`src/rtl/shift_word_serializer_pkg.sv`:
```
`default_nettype none
// =============================================================================
// Module   : shift_pkg
// Brief    : Shared state encoding and shift-direction constants for the
//            word serializer and its downstream bidirectional shift register.
// Revision : 1.0
// =============================================================================
package shift_pkg;

   typedef enum logic [1:0] {
      IDLE  = 2'd0,
      SHIFT = 2'd1,
      DONE  = 2'd2
   } ser_state_t;

   localparam logic DIR_LEFT  = 1'b0;
   localparam logic DIR_RIGHT = 1'b1;

endpackage
`default_nettype wire

```
`src/rtl/shift_word_serializer.sv`:
```
`default_nettype none
// =============================================================================
// Module   : shift_word_serializer
// Brief    : Serializes handshaked parallel words one bit per clock, ordered so
//            the downstream shift register holds the word after WIDTH shifts.
// Revision : 1.0
// =============================================================================
module shift_word_serializer
   import shift_pkg::*;
#(
   parameter int WIDTH = 4,
   parameter int CNT_W = $clog2(WIDTH)
) (
   input  logic             clk,
   input  logic             rst,
   input  logic             in_valid,
   output logic             in_ready,
   input  logic [WIDTH-1:0] in_data,
   input  logic             in_dir,
   output logic             d_in,
   output logic             right,
   output logic             bit_valid,
   output logic             word_done
);

   ser_state_t       r_state;
   ser_state_t       w_state_nxt;
   logic [WIDTH-1:0] r_buf;
   logic [CNT_W-1:0] r_cnt;
   logic             r_dir;
   logic             w_accept;
   logic             w_last;

   // rst is active-low; gating keeps in_ready low for the whole reset window
   assign in_ready = rst && ((r_state == IDLE) || (r_state == DONE));
   assign w_accept = in_valid && in_ready;
   assign w_last   = (r_cnt == CNT_W'(WIDTH - 1));

   always_ff @(posedge clk or negedge rst) begin
      if (!rst) begin
         r_state <= IDLE;
      end else begin
         r_state <= w_state_nxt;
      end
   end

   always_comb begin
      w_state_nxt = r_state;
      bit_valid   = 1'b0;
      word_done   = 1'b0;
      case (r_state)
         IDLE: begin
            if (w_accept) begin
               w_state_nxt = SHIFT;
            end
         end
         SHIFT: begin
            bit_valid = 1'b1;
            if (w_last) begin
               w_state_nxt = DONE;
            end
         end
         DONE: begin
            word_done = 1'b1;
            if (w_accept) begin
               w_state_nxt = SHIFT;
            end else begin
               w_state_nxt = IDLE;
            end
         end
         default: begin
            w_state_nxt = IDLE;
         end
      endcase
   end

   // Right shifts send the LSB first, left shifts the MSB first
   always_ff @(posedge clk or negedge rst) begin
      if (!rst) begin
         r_buf <= '0;
         r_cnt <= '0;
         r_dir <= DIR_LEFT;
      end else if (w_accept) begin
         r_buf <= in_data;
         r_dir <= in_dir;
         r_cnt <= '0;
      end else if (r_state == SHIFT) begin
         r_buf <= (r_dir == DIR_RIGHT) ? (r_buf >> 1) : (r_buf << 1);
         r_cnt <= w_last ? '0 : (r_cnt + CNT_W'(1));
      end
   end

   assign d_in  = bit_valid && ((r_dir == DIR_RIGHT) ? r_buf[0] : r_buf[WIDTH-1]);
   assign right = r_dir;

endmodule
`default_nettype wire

```
`config.mk`:
```
export PLATFORM = sky130hd
export DESIGN_NAME = shift_word_serializer
export DESIGN_NICKNAME = d
export VERILOG_FILES = /design/src/rtl/shift_word_serializer_pkg.sv /design/src/rtl/shift_word_serializer.sv
export SDC_FILE = /design/constraint.sdc
export NUM_CORES = 1
export LEC_CHECK = 0
export BUFFER_PORTS_ARGS = -buffer_cell sky130_fd_sc_hd__buf_2
export CAP_MARGIN = 10
export CORE_AREA = 2 2 39 41
export DETAILED_ROUTE_END_ITERATION = 10
export DIE_AREA = 0 0 41 43
export PLACE_DENSITY = 0.63
export SYNTH_ARGS = -nofsm -noshare
export SYNTH_HDL_FRONTEND = slang
export SYNTH_SLANG_ARGS = --single-unit
```
`constraint.sdc`:
```
create_clock -name clk -period 1.8 [get_ports clk]
set_input_delay 0.18 -clock clk [delete_from_list [all_inputs] [get_ports clk]]
set_output_delay 0.18 -clock clk [all_outputs]
set_load 0.005 [all_outputs]
```
# Word level (Yosys, flattened, before mapping)
# Cells that the tools add are included.
# word_totals
word_cells,30
mem_bits_rw,0
in_bits,8
out_inout_bits,5
mem_bits_ro,0
latchBits,0
memories,0
ff_bits,9
# op_classes
bitwise_logic,0
muxes,13
n_eq_ne,5
mul,0
magnitude_cmp,0
n_shift,0
n_reduce_logical,7
n_addsub,1
div,0
# op_table
cell,count
$mux W4,3
$mux W2,5
$pmux W2 S3,1
$eq A2 B2 Y1 const B,2
$mux W1,4
$ne A2 B2 Y1 const B,2
$logic_and A1 B1 Y1,3
$add A2 B1 Y2 const B,1
$eq A2 B1 Y1 const B,1
$logic_not A2 Y1,1
$reduce_and A2 Y1,1
$reduce_bool A2 Y1,1
$logic_or A1 B1 Y1,1

# Longest topological paths before layout
# Gate-level depths: netlist of run 1.
# logic_depth
depth_word,6
ltp_mapped,5

# Least setup slack after synthesis of run 1
# Ideal clock, no wire load.
# synth_path
path_type,register to register
from,register r_state[0]
to,register r_buf[0]
path_stages_with_launch,6
synth_period_minus_slack_ns,1.165
setup_slack_ns,0.635
arrival_time_ns,1.039
path_cell_list,dfrtp_1 -> nand2b_1 -> buf_6 -> inv_2 -> and3_1 -> a221o_1
# synth_via
elab_chain_cells,5
elab_cells_between_ends,8
classes_between,eq/ne: 2; mux: 1; reduce/logical: 5
# synth_lines
item,line,text
from (decl),shift_word_serializer.sv:26,ser_state_t r_state;
from (signal assigned),shift_word_serializer.sv:43,r_state <= w_state_nxt;
$eq A2 B2 Y1 / $logic_not A2 Y1 (equally long branches),shift_word_serializer.sv:35,assign in_ready = rst && ((r_state == IDLE) || (r_state == DONE));
$logic_or A1 B1 Y1,shift_word_serializer.sv:35,
$logic_and A1 B1 Y1,shift_word_serializer.sv:35,
$logic_and A1 B1 Y1,shift_word_serializer.sv:36,assign w_accept = in_valid && in_ready;
$mux W4 / $reduce_bool A2 Y1 (equally long branches),--,
to (signal assigned),shift_word_serializer.sv:84,r_buf <= in_data;
to (signal assigned),shift_word_serializer.sv:88,r_buf <= (r_dir == DIR_RIGHT) ? (r_buf >> 1) : (r_buf << 1);
to (decl),shift_word_serializer.sv:28,logic [WIDTH-1:0] r_buf;
# Parallel ways exist; a longest one is shown, timed or not.
# A chain may end at the register's enable or synchronous reset.

# Worst setup path in the final report of run 1
# layout_path
from,input rst
to,register r_buf[0]
# layout_via
elab_chain_cells,3
elab_cells_between_ends,4
classes_between,mux: 1; reduce/logical: 3
# layout_lines
item,line,text
from (decl),shift_word_serializer.sv:15,"input logic rst,"
$logic_and A1 B1 Y1 (*),shift_word_serializer.sv:35,
$logic_and A1 B1 Y1 (*),shift_word_serializer.sv:36,
$mux W4 / $reduce_bool A2 Y1 (equally long branches),--,
# Mark *: on every way between the ends. The rest lies on a longest branch, timed or not.

==> summary.md, run 1 <==
| Metric | Value |
|---|---|
| Status | finished clean |
| Overall routing resource usage | 0.126 |
| Post-layout min period | 1.53 ns |
| Number of port buffers | 12 |
| Antenna cell count | 0 |
| Cells after Synth | 45 |
| Clock latency on the worst-skew pair | 0.27 ns |
| Placer Congestion | 0.763 |
| Overflow after GRT | 0 |
| Layout area overhead | 19.1% |
| CTS tree | done |
| Register area share after synthesis | 0.485 |
| Synth area leaders | dfrtp_1, a221o_1, mux2i_1 |
| Routed WL per cell | 12.5 um |
| Critical path launch point type | input port |
| Unrepaired setup endpoints after global routing | false |
| Net count, final | 69 |
| CP required | 1.95 ns |
| Largest net degree at the start of global routing | 13 |
| Final hold viol count | 0 |
| Post-CTS Hold Buffers | 1 |
| Rows | 14 |
| Antenna viol nets, final | 0 |
| Vias in the first global route | 341 |
| Die X | 41 um |
| Avg Cell Area, Syn | 10.3 um2 |
| DRC violations left | 0 |
| Worst Setup End Kind | flop |
| Die Span Y | 43 um |
| Peak VDD IR | 459 uV |
| Post-Route Skew | 0.00439 ns |
| Vias | 376 |
| Initial core utilization | 0.335 |
| Initial DRC Count | 7 |
| CP max FO | 12 |
| Final setup viols | 0 |
| Final instance area | 553 um2 |
| I/O pin count | 13 |
| Crit path DAT | 1.68 ns |
| Kind of critical path | input port to flop |
| Setup TNS | 0 ns |
| Routed WL | 935 um |
| Flops & latches, synth | 9 |
| Area leader, netlist | dfrtp_1 |
| TritonCTS buffer count | 3 |
| PD cells | 1660 mW/mm2 |
| Synth top area share | 0.485 |
| Fillers | 149 |
| Global-route wire length before repair | 1380 um |
| PostCTS Resize Cnt | 0 |
| First-pass detailed-route iteration total | 4 |
| Clock sinks | 9 |
| Clock Pin Slew Worst Setup and Hold Paths | 0.06 ns |
| DP Area | 517 um2 |
| H-tree Lvls | 1 |
| Synth Cell Area | 464 um2 |
| Lkg Pwr | 0.290 nW |
| Via density | 5.01 |
| Max Cap Violations | 0 |
| Fraction of layout cells with a size suffix above 1 | 0.322 |
| Yosys cell types | 23 |
| CTS root buf | clkbuf_4 |
| Fmax | 653 MHz |
| Core area | 0.00138 mm2 |
| Yosys Warn Count | 0 |
| Worst relative slew slack | 0.781 |
| DIE AREA | 0.00176 mm2 |
| Initial antenna violation count | 0 |
| Period utilization | 0.851 |
| Final Max Tran Viols | 0 |
| Worst hold path class | input port to flop |
| Net Count, Synth | 54 |
| Postcts setup bufs | 0 |
| Worst-Margin Slew | 0.328 ns |
| CTS max path bufs | 2 |
## stage by stage
step / utilization / setup WS [ns] / cells / power (mW) / hold slack (ns)
6_report: 0.400 / 0.269 / 75 / 0.916 / 0.0982
3_3_place_gp: 0.373 / 0.415 / 70 / 0.755 / 0.0509
3_5_place_dp: 0.373 / 0.448 / 70 / 0.754 / 0.0530
4_1_cts: 0.400 / 0.245 / 75 / 0.928 / 0.0977
2_1_floorplan: - / 0.635 / 45 / 0.680 / -0.116
5_1_grt: 0.400 / 0.136 / 75 / 0.990 / 0.119
## per-layer routing
metal / vias to the layer above / part of all wire / track usage
li1: 185 / - / -
met1: 175 / 0.44 / 0.138
met2: 11 / 0.45 / 0.175
met3: 5 / 0.064 / 0.0471
met4: 0 / 0.041 / 0.120
met5: - / 0 / 0
## cell usage after synthesis, drive strengths merged
cell    instances
and3            1
o21ai           1
and2            1
or3             1
nor2b           1
buf             3
nand3           1
a21oi           1
mux2i           3
nand2b          1
dfrtp           9
and3b           1
nor3            1
a221o           3
and2b           2
inv             1
nor2            5
ha              1
nand2           6
nand3b          1
o22ai           1
## state kept, by name (all words and copies together), names as in the netlist
signal,cells
r_state,2
r_buf,4
r_cnt,2
right,1
## worst paths after layout
check / startpoint / end / slack, ns / depth (start not counted)
setup / recovery: rst / r_buf[0] / 0.27 / 5
hold / removal: in_dir / right / 0.1 / 3
setup reg to reg: r_state[0] / r_buf[0] / 0.42 / 4
hold reg to reg: r_cnt[1] / r_cnt[1] / 0.51 / 2
min in group asynchronous: rst / r_buf[0] / 0.30 / 2
max in group asynchronous: rst / r_cnt[1] / 1.31 / 2
## worst max-delay path: stages
cell and delay [ns]:
dlygate4sd3_1 0.52, buf_2 0.24, and3b_1 0.35, nor2_2 0.08
a221o_1 0.31
## final cells by class
cell class,instances,area (um2),area share
Sequential cell,9,225,0.407
Multi-Input combinational cell,32,208,0.376
Timing Repair Buffer,13,70.1,0.127
Clock buffer,4,26.3,0.0475
Tap cell,16,20.0,0.0362
Inverter,1,3.75,0.00679
## placed cells by master (no fill, tap or decap)
master          n
nor2b_1         1
nor2_2          1
dlygate4sd3_1   1
mux2i_1         3
nand3b_1        1
clkbuf_1        1
nand3_1         1
o22ai_1         1
a221o_1         3
and2b_2         2
and3_1          1
dfrtp_1         9
nor3_1          1
clkbuf_4        3
inv_2           1
and3b_1         1
nor2_1          4
nand2b_1        1
buf_2          12
ha_1            1
o21ai_0         1
or3_1           1
nand2_1         6
and2_1          1
a21oi_1         1
## cell families after synthesis
family | after synthesis | synth area share
flops | 9 | 0.485
buf+inv | 4 | 0.0674
simple gates | 22 | 0.256
fa+ha+maj | 1 | 0.0269
compound gates | 6 | 0.0997
mux | 3 | 0.0647
## where the power goes
group / leakage, nW / internal [mW] / switching [mW]
combinational: 0.162 / 0.190 / 0.190
clock: 0.0150 / 0.0858 / 0.0759
sequential: 0.113 / 0.292 / 0.0819
total: 0.290 / 0.568 / 0.348
(Power assumes the default switching activity.)
==> run 2: changes to the inputs <==
--- a/config.mk
+++ b/config.mk
@@ -7,9 +7,8 @@
 export LEC_CHECK = 0
 export BUFFER_PORTS_ARGS = -buffer_cell sky130_fd_sc_hd__buf_2
 export CAP_MARGIN = 10
-export CORE_AREA = 2 2 39 41
+export CORE_UTILIZATION = 35
 export DETAILED_ROUTE_END_ITERATION = 10
-export DIE_AREA = 0 0 41 43
 export PLACE_DENSITY = 0.63
 export SYNTH_ARGS = -nofsm -noshare
 export SYNTH_HDL_FRONTEND = slang
==> run 2 against run 1 <==
Clock power is 6% lower. Power is 1.8% lower. Sequential power hardly changed. Critical path type unchanged. Highest routed layer is now met3.
==> summary.md, run 2 (synthesis results as in run 1) <==
| Metric | Value |
|---|---|
| Routed WL per cell | 11.9 um |
| CTS max path bufs | 2 |
| PD cells | 1630 mW/mm2 |
| H-tree Lvls | 1 |
| Post-layout min period | 1.53 ns |
| Critical path launch point type | input port |
| Dpl cells | 68 |
| Antenna cell count | 0 |
| Antenna viol nets, final | 0 |
| Worst hold path class | input port to flop |
| Fillers | 118 |
| Largest register FFs | 4 |
| Peak VDD IR | 709 uV |
| Die Span Y | 38.4 um |
| Number of port buffers | 12 |
| TritonCTS buffer count | 3 |
| Comb power frac | 0.414 |
| Overflow after GRT | 0 |
| Net count, final | 69 |
| DIE AREA | 0.00148 mm2 |
| Psw | 0.333 mW |
| Largest regs | r_buf x4, r_cnt x2, r_state x2 |
| Clock latency on the worst-skew pair | 0.26 ns |
| Hold path startpoint | in_dir |
| Initial antenna violation count | 0 |
| Initial DRC Count | 7 |
| CTS tree | done |
| Vias | 363 |
| Max stage delay on crit path | 0.52 ns |
| Clock sinks | 9 |
| Initial core utilization | 0.396 |
| Worst-Margin Slew | 0.358 ns |
| Routed WL | 872 um |
| Hold depth | 3 |
| Clock share of power | 0.169 |
| Clock Pin Slew Worst Setup and Hold Paths | 0.06 ns |
| Overall routing resource usage | 0.162 |
| Status | finished clean |
| Layout area overhead | 18.6% |
| Commonest non-fill, non-tap cell in the layout | buf_2 |
| Die X | 38.4 um |
| Post-Route Skew | 0.00388 ns |
| First-pass detailed-route iteration total | 4 |
| Switching Share | 0.371 |
| Final hold viol count | 0 |
| Rows | 12 |
| Hold Slack | 0.121 ns |
| Final Max Tran Viols | 0 |
| R2R setup slack | 0.40 ns |
| Fraction of layout cells with a size suffix above 1 | 0.322 |
| Kind of critical path | input port to flop |
| Worst R2R Start | r_state[0] |
| Vias in the first global route | 353 |
| Final setup viols | 0 |
| DRC violations left | 0 |
| Unrepaired setup endpoints after global routing | false |
| Fmax | 654 MHz |
| Crit path DAT | 1.67 ns |
| Delay-heaviest family, CP | buffers and inverters |
| Placer Congestion | 0.746 |
| Global-route wire length before repair | 1520 um |
| I/O pin count | 13 |
| CP max FO | 12 |
| Sequential power share | 0.417 |
| Worst relative slew slack | 0.762 |
| Layout Cells excl Fill | 73 |
| Lkg Pwr | 0.290 nW |
| Via density | 4.97 |
| Worst Setup End Kind | flop |
| Hold Path End | right |
| FF-to-FF End | r_buf[0] |
| CTS root buf | clkbuf_4 |
| R2R depth | 4 |
| Period utilization | 0.850 |
| Most flops, register | r_buf |
| Core Util, Final | 0.470 |
| Post-DP HPWL | 632 um |
| Largest net degree at the start of global routing | 13 |
| Core area | 0.00117 mm2 |
| Most frequent cells in the layout | buf_2, dfrtp_1, nand2_1 |
| Max Cap Violations | 0 |
| P_int | 0.566 mW |
| Cell Chain, Critical Path | dlygate4sd3_1, buf_2, and3b_1, nor2_2, a221o_1 |
| Setup TNS | 0 ns |
| CP required | 1.94 ns |
| Worst Path Buf+Inv | 2 |
| CP Launch Point | rst |
| Postcts setup bufs | 0 |
| Slowest CP cell | dlygate4sd3_1 |
[run 2: cell counts in the layout (fill, tap and decap cells not counted)]
Identical to the previous run, type by type.
[run 2: layout make-up]
cell class                 count  area (um2)  share of cell area
sequential                     9         225               0.409
multi-input combinational     32         208               0.377
inverter                       1        3.75             0.00682
clock buffer                   4        26.3              0.0477
tap                           14        17.5              0.0318
timing repair buffer          13        70.1               0.127
[run 2: worst min-delay path, stage by stage]
cell     delay, ns
buf_2         0.08
nand2_1       0.04
nand2_1       0.05
[run 2: how the worst max path moves through the flow]
stage,end,slack (ns),cells after the start
after detailed placement,r_buf[0],0.40,4
after floorplan,r_buf[0],0.64,5
final,r_buf[0],0.27,5
after CTS,r_buf[0],0.25,5
after global routing,r_buf[1],0.18,5
after global placement,r_buf[0],0.41,4
[run 2: power by group through the flow]
stage / clock network [mW] / logic, mW / registers [mW]
floorplan: 0 / 0.340 / 0.340
global placement: 0 / 0.374 / 0.381
detailed placement: 0 / 0.377 / 0.379
CTS: 0.159 / 0.380 / 0.376
global route: 0.177 / 0.441 / 0.394
finish: 0.152 / 0.373 / 0.375
[run 2: what timing repair did]
item / in CTS / in global routing
hold endpoints to repair: 9 / 0
setup endpoints to repair: 0 / 0
gates resized for setup: 0 / 0
hold buffers: 1 / 0
[run 2: per-stage QoR]
step	area (um2)	setup WS (ns)	total power, mW
2_1_floorplan	464	0.635	0.680
3_3_place_gp	514	0.405	0.756
3_5_place_dp	514	0.397	0.755
4_1_cts	551	0.253	0.914
5_1_grt	551	0.175	1.01
6_report	551	0.270	0.900
[run 2: per-layer routing]
metal / wire [um] / share of wire / track usage / vias up
met5: 0 / 0 / 0 / -
met4: 0 / 0 / 0.0776 / 0
met3: 80 / 0.092 / 0.0930 / 0
met2: 411 / 0.47 / 0.246 / 17
met1: 380 / 0.44 / 0.182 / 162
li1: - / - / - / 184
